**config.mk**
```make
export PLATFORM = sky130hd
export DESIGN_NAME = async_fifo_rd_prefetch
export DESIGN_NICKNAME = d
export VERILOG_FILES = /design/src/rtl/fifo_pkg.sv /design/src/rtl/fifo_rd_buf.sv /design/src/rtl/async_fifo_rd_prefetch.sv
export SDC_FILE = /design/constraint.sdc
export NUM_CORES = 1
export LEC_CHECK = 0
export CORE_ASPECT_RATIO = 1.4
export CORE_MARGIN = 8
export CORE_UTILIZATION = 45
export CTS_CLUSTER_SIZE = 12
export DETAILED_ROUTE_END_ITERATION = 10
export HOLD_SLACK_MARGIN = 0.1
export PLACE_DENSITY = 0.76
export SETUP_SLACK_MARGIN = 0.2
export SLEW_MARGIN = 10
export SYNTH_ARGS = -nofsm -noshare
export SYNTH_HDL_FRONTEND = slang
export SYNTH_SLANG_ARGS = --single-unit
```
**constraint.sdc**
```tcl
create_clock -name rd_clk -period 6.2 [get_ports rd_clk]
set_input_delay 0.93 -clock rd_clk [delete_from_list [all_inputs] [get_ports rd_clk]]
set_output_delay 0.93 -clock rd_clk [all_outputs]
set_load 0.01 [all_outputs]
```
**src/rtl/fifo_pkg.sv**
```systemverilog
// Shared defaults and width helpers for the async FIFO read-side prefetch logic.
// Imported by the prefetch top and its circular buffer.
package fifo_pkg;

   localparam int DATA_WIDTH_DEF = 16;
   localparam int BUF_DEPTH_DEF  = 2;
   localparam int CNT_W_DEF      = $clog2(BUF_DEPTH_DEF + 1);
   localparam int PTR_W_DEF      = $clog2(BUF_DEPTH_DEF);

   // Pointer width for a power-of-two depth; never narrower than one bit.
   function automatic int ptr_width(input int depth);
      return (depth > 1) ? $clog2(depth) : 1;
   endfunction

endpackage

```
**src/rtl/fifo_rd_buf.sv**
```systemverilog
// Circular register storage for the read prefetch: write at tail, read at head.
// Pointers wrap naturally because the depth is a power of two.
module fifo_rd_buf
   import fifo_pkg::*;
#(
   parameter int DATA_WIDTH = DATA_WIDTH_DEF,
   parameter int BUF_DEPTH  = BUF_DEPTH_DEF
) (
   input  logic                  clk,
   input  logic                  clr,
   input  logic                  wr_en,
   input  logic [DATA_WIDTH-1:0] wr_data,
   input  logic                  rd_en,
   output logic [DATA_WIDTH-1:0] rd_data
);

   localparam int PTR_W = ptr_width(BUF_DEPTH);

   logic [DATA_WIDTH-1:0] mem_reg [BUF_DEPTH];
   logic [PTR_W-1:0]      head_reg;
   logic [PTR_W-1:0]      tail_reg;

   always_ff @(posedge clk) begin
      if (clr) begin
         head_reg <= '0;
         tail_reg <= '0;
      end else begin
         if (wr_en) tail_reg <= tail_reg + PTR_W'(1);
         if (rd_en) head_reg <= head_reg + PTR_W'(1);
      end
   end

   // Storage contents survive clear; the pointers alone define what is live.
   always_ff @(posedge clk) begin
      if (wr_en) mem_reg[tail_reg] <= wr_data;
   end

   assign rd_data = mem_reg[head_reg];

endmodule

```
**src/rtl/async_fifo_rd_prefetch.sv**
```systemverilog
// Read-side consumer of the async FIFO: turns rd_en/empty/dout into a valid/ready
// stream with a small prefetch buffer for zero-bubble throughput, plus flush.
module async_fifo_rd_prefetch
   import fifo_pkg::*;
#(
   parameter int DATA_WIDTH = DATA_WIDTH_DEF,
   parameter int BUF_DEPTH  = BUF_DEPTH_DEF,
   parameter int CNT_W      = $clog2(BUF_DEPTH + 1)
) (
   input  logic                  rd_clk,
   input  logic                  rd_rst,
   input  logic                  fifo_empty,
   output logic                  fifo_rd_en,
   input  logic [DATA_WIDTH-1:0] fifo_dout,
   input  logic                  flush,
   output logic                  m_valid,
   input  logic                  m_ready,
   output logic [DATA_WIDTH-1:0] m_data,
   output logic [CNT_W-1:0]      level
);

   localparam logic [CNT_W:0] DEPTH_LIM = (CNT_W + 1)'(BUF_DEPTH);

   logic [CNT_W-1:0] count_reg;
   logic [CNT_W-1:0] count_next;
   logic             inflight_reg;
   logic             pop;
   logic             capture;
   logic             buf_clr;
   logic [CNT_W:0]   occupancy;

   assign m_valid = ~rd_rst & ~flush & (count_reg != '0);
   assign pop     = m_valid & m_ready;
   assign capture = inflight_reg & ~flush & ~rd_rst;
   assign buf_clr = rd_rst | flush;

   // A word leaving this cycle frees a slot for a read issued this cycle,
   // which is what keeps a two-entry buffer at full rate.
   assign occupancy  = {1'b0, count_reg} + (CNT_W + 1)'(inflight_reg)
                     - (CNT_W + 1)'(pop);
   assign fifo_rd_en = ~rd_rst & ~flush & ~fifo_empty & (occupancy < DEPTH_LIM);

   assign level = rd_rst ? '0 : count_reg;

   always_comb begin
      count_next = count_reg;
      case ({capture, pop})
         2'b10:   count_next = count_reg + CNT_W'(1);
         2'b01:   count_next = count_reg - CNT_W'(1);
         default: count_next = count_reg;
      endcase
   end

   always_ff @(posedge rd_clk) begin
      if (buf_clr) begin
         count_reg    <= '0;
         inflight_reg <= 1'b0;
      end else begin
         count_reg    <= count_next;
         inflight_reg <= fifo_rd_en;
      end
   end

   fifo_rd_buf #(
      .DATA_WIDTH (DATA_WIDTH),
      .BUF_DEPTH  (BUF_DEPTH)
   ) u_buf (
      .clk     (rd_clk),
      .clr     (buf_clr),
      .wr_en   (capture),
      .wr_data (fifo_dout),
      .rd_en   (pop),
      .rd_data (m_data)
   );

   a_no_overfill: assert property (@(posedge rd_clk) disable iff (rd_rst)
      (int'(count_reg) + int'(inflight_reg)) <= BUF_DEPTH);

   a_capture_room: assert property (@(posedge rd_clk) disable iff (rd_rst)
      capture |-> ((int'(count_reg) < BUF_DEPTH) || pop));

endmodule

```
* Yosys cells after proc, flatten, opt, wreduce, memory -nomap -nowiden *
Memories as Yosys holds them, arrays and structs flattened. A register that Yosys moved wholly into a read port is not among the register bits.
Cells that the tools add are included.

cells by class
  $add $sub $neg = 6
  $lt $le $gt $ge = 1
  equal/unequal tests = 2
  mux-type cells = 6
  bitwise logic cells = 11
  reductions and logical operators = 2

operator list
  kind                 number
  $and 1x1->1          7
  $mux 1               4
  $pmux 2 s2           1
  $reduce_bool 2->1    2
  $add 2x1->3          1
  $lt 3x2->1 const B   1
  $not 1->1            3
  $sub 3x1->3          1
  $add 1x1->1 const B  2
  $add 2x1->2 const B  1
  $eq 2x1->1 const B   1
  $eq 2x2->1 const B   1
  $mux 2               1
  $sub 2x1->2 const B  1
  $or 1x1->1           1

word-level totals
  register bits after elaboration = 5
  RAM bits = 32
  bits of input ports = 21
  output and inout bits = 20
  memories = 1

memories
  name           words  width  read ports  clocked after Yosys merged registers in  wr ports  RTL line           RTL
  u_buf.mem_reg  2      16     1           1                                        1         fifo_rd_buf.sv:19  logic [DATA_WIDTH-1:0] mem_reg [BUF_DEPTH];

* Depth between registers and ports, before layout *
Gate-level depths: netlist of the first run.

  depth in word-level cells = 7
  depth in mapped cells = 9

* Hierarchy *
A second synthesis of the first run with hierarchy kept.

second synthesis, totals
  cell total of the unflattened synthesis = 86
  area total of the unflattened synthesis = 1537.7 µm²

modules (own cells, without submodules)
  module                  instances  cells each  area an instance (µm²)  sequential area each (µm²)
  fifo_rd_buf             1          60          1311.3                  1021.0
  async_fifo_rd_prefetch  1          26          226.5                   60.1

* Worst setup path after synthesis of the first run *
Ideal clock, no wire load.

  path type = input port to output port
  start point = input port rd_rst
  end point = output port fifo_rd_en
  data arrival time = 3.182 ns
  setup slack = 2.088 ns
  stages on the path = 9
  path through = or2_2 -> buf_2 -> nor2_1 -> and2_1 -> ha_1 -> or2b_1 -> fa_1 -> xor2_1 -> nor4b_1

on the way
  word-level cells in the longest chain between the ends = 7

RTL lines
  what                       RTL line                      RTL
  start: declaration         async_fifo_rd_prefetch.sv:11  input logic rd_rst,
  $not 1->1                  async_fifo_rd_prefetch.sv:32  assign m_valid = ~rd_rst & ~flush & (count_reg != '0);
  $and 1x1->1 (2 in series)  async_fifo_rd_prefetch.sv:32
  named net m_valid          async_fifo_rd_prefetch.sv:16  output logic m_valid,
  $and 1x1->1                async_fifo_rd_prefetch.sv:33  assign pop = m_valid & m_ready;
  named net pop              async_fifo_rd_prefetch.sv:27  logic pop;
  $sub 3x1->3                async_fifo_rd_prefetch.sv:40  - (CNT_W + 1)'(pop);
  $lt 3x2->1                 async_fifo_rd_prefetch.sv:41  assign fifo_rd_en = ~rd_rst & ~flush & ~fifo_empty & (occupancy < DEPTH_LIM);
  $and 1x1->1                async_fifo_rd_prefetch.sv:41
  end: declaration           async_fifo_rd_prefetch.sv:13  output logic fifo_rd_en,

The timed path passes the listed nets, and every way through them passes these cells.

* Final worst setup path of the first run *
  start point = input port rd_rst
  end point = output port fifo_rd_en

on the way
  word-level cells in the longest chain between the ends = 7

RTL lines
  what                       RTL line
  $not 1->1                  async_fifo_rd_prefetch.sv:32
  $and 1x1->1 (2 in series)  async_fifo_rd_prefetch.sv:32
  $and 1x1->1                async_fifo_rd_prefetch.sv:33
  named net pop              async_fifo_rd_prefetch.sv:27
  $sub 3x1->3                async_fifo_rd_prefetch.sv:40
  $lt 3x2->1                 async_fifo_rd_prefetch.sv:41
  $and 1x1->1                async_fifo_rd_prefetch.sv:41

The timed path passes the listed nets, and every way through them passes these cells.

==> results of run 1 <==
[cell usage after synthesis]
library cell	n
or3_1	1
or2b_1	1
nor2_1	8
ha_1	2
nor4b_1	2
dfxtp_1	6
edfxtp_1	32
fa_1	1
and3_1	1
nand2_1	1
a21oi_1	1
xnor2_1	2
xor2_1	3
or2_2	1
mux2_2	16
and2_1	1
o21ai_0	2
inv_1	1
nor2b_1	2
buf_2	3
[logic make-up (layout without fill, tap and decap cells)]
group                      count (synthesis)  in the layout  synth area share [%]
buffers and inverters                      4             50                  1.27
adders and majority gates                  3              3                  3.04
and+or+nand+nor                           18             18                  6.51
DFF                                       38             38                  73.0
xor gates and xnor gates                   5              5                  2.96
muxes                                     16             16                  12.2
AOI/OAI and AO/OA                          3              3                  1.01
[cell type report]
cell class	instances	area share, %
multi-input cells	45	18.9
well taps	39	2.43
flip-flops and latches	38	53.7
clock buffers	8	4.48
inverters	1	0.187
repair buffers	41	20.3
[metrics by stage]
| stage | util (%) | setup slack [ns] | power (mW) |
|---|---|---|---|
| detailed placement | 61.5 | 1.31 | 0.308 |
| global placement | 61.5 | 1.38 | 0.307 |
| finish | 64.4 | 1.32 | 0.465 |
| global route | 64.4 | 1.16 | 0.484 |
| floorplan | - | 2.09 | 0.290 |
| CTS | 64.4 | 1.30 | 0.471 |
[power groups by stage]
stage / Combinational (mW) / Sequential, mW / Clock, mW
after floorplan: 0.00523 / 0.285 / 0
after global placement: 0.0227 / 0.285 / 0
after detailed placement: 0.0235 / 0.285 / 0
after CTS: 0.0238 / 0.279 / 0.168
after global routing: 0.0252 / 0.279 / 0.180
final: 0.0234 / 0.279 / 0.162
[worst max-delay path, stage by stage]
cell and delay (ns):
clkdlybuf4s50_1 0.45, or2_2 0.39, nor2_1 0.14, and2_1 0.17, ha_1 0.23, or2b_1 0.23, fa_1 0.37, xor2_1 0.16
nor4b_1 0.28, clkdlybuf4s50_1 0.59
[worst min path at each step]
stage,startpoint,end,slack (ns),depth (start not counted)
2_1_floorplan,u_buf.head_reg$_SDFFE_PP0P_,flop,0.47,2
3_3_place_gp,u_buf.head_reg$_SDFFE_PP0P_,u_buf.head_reg$_SDFFE_PP0P_,0.49,2
3_5_place_dp,u_buf.head_reg$_SDFFE_PP0P_,flop,0.49,2
4_1_cts,u_buf.head_reg$_SDFFE_PP0P_,flop,0.51,2
5_1_grt,u_buf.head_reg$_SDFFE_PP0P_,u_buf.head_reg$_SDFFE_PP0P_,0.54,2
6_report,u_buf.head_reg$_SDFFE_PP0P_,flop,0.50,2
[routing by layer]
layer / share of wire, % / global-route usage, %
met4: 1.2 / 4.78
met5: 0 / 0
met1: 38 / 10.5
met2: 51 / 18.0
met3: 10 / 6.59
[placed cells by master, fill, tap and decap left out, drive strengths merged]
cell and n:
nor2 8, ha 2, nor2b 2, inv 1
and2 1, edfxtp 32, xor2 3, o21ai 2
xnor2 2, and3 1, a21oi 1, mux2 16
clkbuf 8, dfxtp 6, buf 1, nor4b 2
or2b 1, clkdlybuf4s50 40, fa 1, nand2 1
or3 1, or2 1
==> flow_metrics.py, run 1 <==
metrics = {
    "final_layout": {
        "largest_reg_flops": 32,
        "final_area_sq_um": 2010,
        "instances_no_fill": 172,
        "final_layout_size_suffix_gt1_share_pct": 18.0,
        "area_delta_synth_final_pct": 35.9,
        "regArea_sq_um": 1080,
        "antenna_cells": 0,
        "multi_input_area_sq_um": 380,
        "n_fill_cell": 244,
        "fin_nets": 156,
    },
    "worst_setup_path": {
        "r2r_slack_ns": 3.88,
        "r2r_cells": 8,
        "cp_data_required_time_ns": 5.27,
        "reg2reg_to": "inflight_reg$_SDFF_PP0_",
        "cp.arrival_ns": 3.95,
        "startpoint": "rd_rst",
        "cp_max_fo": 8,
        "endpoint": "fifo_rd_en",
        "worstSetupEndpointType": "output port",
        "r2r_start": "count_reg[1]$_SDFFE_PP0P_",
        "worstSetupStartpointType": "primary input",
        "path_class": "primary input to output port",
    },
    "pwr": {
        "pwr-share-seq_pct": 60.1,
        "p_per_area_nw_per_um2": 231,
        "swShare_pct": 17.3,
        "clkPwrFrac_pct": 34.9,
        "switching_power_mw": 0.0806,
        "p_comb_share_pct": 5.0,
        "ir_drop_mv": 0.158,
        "p_int_mw": 0.385,
        "leakagePower_nw": 0.672,
    },
    "worst_hold_path": {
        "hold_class": "flop to flop",
    },
    "detailed_routing": {
        "vias": 846,
        "ant_nets": 0,
        "initialDrtViolationCount": 25,
        "wirelength_mm": 2.73,
        "wl_per_cell_microns": 15.9,
        "first_pass_iters": 4,
        "drc": 0,
        "via_per_inst": 4.92,
    },
    "timing": {
        "clock.fmax_mhz": 205,
        "slew_headroom_pct": 49.8,
        "clock_skew_ns": 0.00898,
        "grt_setup_unrepaired": "no",
        "min_period_ns": 4.88,
        "slew_viol_final": 0,
        "finalHoldViolCount": 0,
        "fin_crit_sh_pct": 78.7,
        "setup_viol": 0,
        "tns_ns": 0,
        "worst_hold_slack_ns": 0.505,
        "worst_pin_slew_ns": 0.753,
    },
    "logic_synthesis": {
        "ys_warn_count": 0,
        "syn_inst": 87,
        "avgSynthCellArea_sq_um": 17.0,
        "synth_cell_type_count": 20,
        "synth_area_leaders": "edfxtp_1 (65%), mux2_2 (12%), dfxtp_1 (8.1%)",
        "yosysTopAreaCell": "edfxtp_1",
        "seq_area_frac_synth_pct": 73.0,
        "synth_top_area_share_pct": 64.9,
        "synth.cell_area_sq_um": 1480,
        "ys_seq_elements": 38,
        "mappedNetlistNets": 111,
    },
    "clock_network": {
        "cts_hold_buf": 0,
        "cts_buffer_depth": 2,
        "cts_resized": 0,
        "clk_pin_slew_ns": 0.06,
        "cts.sinks": 38,
        "cts_tree": "yes",
        "clock_latency_ns": 0.28,
        "htreeDepth": 2,
        "numCtsBuffers": 5,
        "cts_root_buf": "clkbuf_8",
        "cts_setup_buffers": 0,
    },
    "floorplanning": {
        "die_h_microns": 83.9,
        "fp.dieArea_sq_um": 5410,
        "num_io_pins": 41,
        "fp.dieW_microns": 64.5,
        "core-area_sq_um": 3120,
        "start_util_pct": 47.4,
        "num_rows": 24,
    },
    "global_route": {
        "grt_remaining_overflow": 0,
        "antenna_found_initial": 0,
        "grt_max_degree": 17,
        "track_usage_pct": 10.9,
        "grt_pass1_wl_mm": 4.57,
        "grt_pass1_vias": 931,
    },
    "flow_run": {
        "drv_cap": 0,
    },
    "place": {
        "port_buffers": 40,
        "dpl.hpwl_mm": 2.04,
        "postPlaceCellArea_sq_um": 1920,
        "placed_cells": 164,
        "routabilityCongestion": 0.679,
    },
    "status": {
        "status": "finished, final reports clean",
    },
}
(Power assumes the default switching activity.)
==> run 2: changes to the inputs <==
==> constraint.sdc (replaced) <==
create_clock -name rd_clk -period 5.1 [get_ports rd_clk]
set_input_delay 0.765 -clock rd_clk [delete_from_list [all_inputs] [get_ports rd_clk]]
set_output_delay 0.765 -clock rd_clk [all_outputs]
set_load 0.01 [all_outputs]
==> results of run 2 <==
The final DEF is identical to that of run 1. Status: finished, final reports clean.
Among the figures that moved: setup slack after placement 1.31 ns -> 0.545 ns; setup slack after layout 1.32 ns -> 0.551 ns; register-to-register setup slack 3.88 ns -> 2.78 ns; total power 0.465 mW -> 0.565 mW; worst IR drop on VDD 0.158 mV -> 0.192 mV
==> run 3: changes to the inputs <==
--- a/config.mk
+++ b/config.mk
@@ -5,15 +5,15 @@
 export SDC_FILE = /design/constraint.sdc
 export NUM_CORES = 1
 export LEC_CHECK = 0
+export ABC_AREA = 1
 export CORE_ASPECT_RATIO = 1.4
 export CORE_MARGIN = 8
 export CORE_UTILIZATION = 45
 export CTS_CLUSTER_SIZE = 12
 export DETAILED_ROUTE_END_ITERATION = 10
 export HOLD_SLACK_MARGIN = 0.1
-export PLACE_DENSITY = 0.76
+export PLACE_DENSITY = 0.75
 export SETUP_SLACK_MARGIN = 0.2
-export SLEW_MARGIN = 10
 export SYNTH_ARGS = -nofsm -noshare
 export SYNTH_HDL_FRONTEND = slang
 export SYNTH_SLANG_ARGS = --single-unit
==> flow_metrics.py, run 3 <==
metrics = {
    "status": {
        "status": "finished, final reports clean",
    },
    "final_layout": {
        "final_layout_size_suffix_gt1_share_pct": 18.2,
        "n_fill_cell": 261,
        "multi_input_area_sq_um": 414,
        "area_delta_synth_final_pct": 33.1,
        "final_common_cell": "clkdlybuf4s50_1",
        "antenna_cells": 0,
        "largest_reg_flops": 32,
        "regArea_sq_um": 1080,
        "fin_nets": 166,
        "finish.utilization_pct": 61.8,
        "final_cell_mix": "clkdlybuf4s50_1 (40), edfxtp_1 (32), mux2_4 (10), nor2_1 (9), inv_1 (7)",
    },
    "logic_synthesis": {
        "yosysTopAreaCell": "edfxtp_1",
        "synth_edf_count": 32,
        "synth_area_leaders": "edfxtp_1 (62%), mux2_4 (9.7%), dfxtp_1 (7.7%)",
        "ys.flop_type": "edfxtp_1",
        "mappedNetlistNets": 119,
        "avgSynthCellArea_sq_um": 16.3,
        "ys_warn_count": 0,
        "synth_top_area_share_pct": 61.9,
        "synth.cell_area_sq_um": 1550,
        "synthArstFlopShare_pct": 0,
        "synth_common_cells": "edfxtp_1 (32), mux2_4 (10), nor2_1 (9), inv_1 (7)",
        "synth.most_common_cell": "edfxtp_1",
        "syn_inst": 95,
        "ys_seq_elements": 38,
        "synth_cell_type_count": 22,
        "seq_area_frac_synth_pct": 69.6,
    },
    "clock_network": {
        "cts_root_buf": "clkbuf_8",
        "cts_buffer_depth": 2,
        "numCtsBuffers": 5,
        "cts_resized": 0,
        "cts_tree": "yes",
        "clock_latency_ns": 0.28,
        "cts_setup_buffers": 0,
        "clk_pin_slew_ns": 0.07,
        "cts_hold_buf": 0,
        "htreeDepth": 2,
        "cts.sinks": 38,
    },
    "detailed_routing": {
        "via_per_inst": 4.91,
        "wl_per_cell_microns": 14.5,
        "drc": 0,
        "first_pass_iters": 4,
        "ant_nets": 0,
        "initialDrtViolationCount": 19,
        "wirelength_mm": 2.66,
        "vias": 899,
    },
    "place": {
        "dpl.hpwl_mm": 1.98,
        "routabilityCongestion": 0.710,
        "dp_slack_ns": 0.905,
        "port_buffers": 40,
    },
    "pwr": {
        "ir_drop_mv": 0.188,
        "p_per_area_nw_per_um2": 267,
        "leakagePower_nw": 0.734,
        "total_power_mw": 0.553,
    },
    "worst_setup_path": {
        "slowest_delay_ns": 0.54,
        "worstSetupStartpointType": "primary input",
        "cp_max_fo": 9,
        "cp.arrival_ns": 3.43,
        "slowest_stage": "clkdlybuf4s50_1",
        "cp_data_required_time_ns": 4.34,
        "path_class": "primary input to output port",
        "worstSetupEndpointType": "output port",
        "crit_chain": "clkdlybuf4s50_1 > nor2_4 > nand3_2 > inv_1 > ha_1 > or2_2 > fa_1 > nand3b_1 > nor2_1 > clkdlybuf4s50_1",
        "r2r_cells": 9,
        "cpMostUsedCell": "clkdlybuf4s50_1",
    },
    "timing": {
        "grt_setup_unrepaired": "no",
        "min_period_ns": 4.20,
        "worst_pin_slew_ns": 0.886,
        "clock.fmax_mhz": 238,
        "clock_skew_ns": 0.00520,
        "worst_hold_slack_ns": 0.503,
        "fin_crit_sh_pct": 82.3,
        "slew_headroom_pct": 40.8,
        "layout_setup_ws_ns": 0.901,
        "setup_viol": 0,
        "finalHoldViolCount": 0,
        "tns_ns": 0,
        "slew_viol_final": 0,
    },
    "floorplanning": {
        "start_util_pct": 46.4,
        "fp.dieW_microns": 65.6,
        "num_io_pins": 41,
        "core-area_sq_um": 3350,
        "fp.dieArea_sq_um": 5610,
        "die_h_microns": 85.5,
        "num_rows": 25,
    },
    "global_route": {
        "grt_use_met2_pct": 16.3,
        "track_usage_pct": 9.97,
        "top_usage_layer": "met2",
        "use_met3_pct": 5.22,
        "grt_pass1_vias": 937,
        "grt_pass1_wl_mm": 4.30,
        "grt_remaining_overflow": 0,
        "grt_max_degree": 17,
        "use_met1_pct": 10.1,
        "antenna_found_initial": 0,
    },
    "flow_run": {
        "drv_cap": 0,
    },
    "worst_hold_path": {
        "hold_depth": 2,
        "hold_class": "flop to flop",
    },
}
## run 3: through the flow
stage / cell area [sq um] / instances
final: 2070 / 183
after CTS: 2070 / 183
after global placement: 1990 / 175
after floorplan: 1550 / 95
after detailed placement: 1990 / 175
after global routing: 2070 / 183
## run 3: worst paths after layout
check / startpoint / end / slack [ns]
max: rd_rst / fifo_rd_en / 0.90
min: u_buf.tail_reg$_SDFFE_PP0P_ / u_buf.tail_reg$_SDFFE_PP0P_ / 0.50
max reg2reg: count_reg[1]$_SDFFE_PP0P_ / inflight_reg$_SDFF_PP0_ / 2.99
min reg2reg: u_buf.tail_reg$_SDFFE_PP0P_ / u_buf.tail_reg$_SDFFE_PP0P_ / 0.50
## run 3: layout make-up
class,count,area share (%)
clock buffer,7,3.69
clock inverter,1,0.182
inverter,7,1.27
multi-input combinational,48,20.0
sequential,38,52.3
tap,40,2.42
timing repair buffer,42,20.1
## run 3: cells by family (layout without fill, tap and decap cells)
logic type / count (synthesis) / in the layout / synth area share [%]
simple gates: 21 / 21 / 6.77
compound gates: 7 / 7 / 2.42
xor+xnor: 1 / 1 / 0.564
mux: 16 / 16 / 14.0
flops: 38 / 38 / 69.6
buf+inv: 9 / 57 / 3.71
fa+ha+maj: 3 / 3 / 2.90
## run 3: critical path, delay by kind of cell
kind | cells | cell delay [ns]
adder cells (fa/ha/maj) | 2 | 0.70
AND/OR/NAND/NOR | 5 | 0.83
buffers and inverters | 3 | 1.12
## run 3: power by group
group | switching (mW) | internal (mW)
combinational | 0.00971 | 0.0191
sequential | 0.000618 | 0.338
clock | 0.0901 | 0.0949
total | 0.100 | 0.452
## run 3: metal layers
metal  up-vias  share of wire, %  wire, microns
met3         2               9.0            239
met5         -                 0              0
met2        35                51           1350
met4         0              0.83             22
li1        431                 -              -
met1       431                39           1040
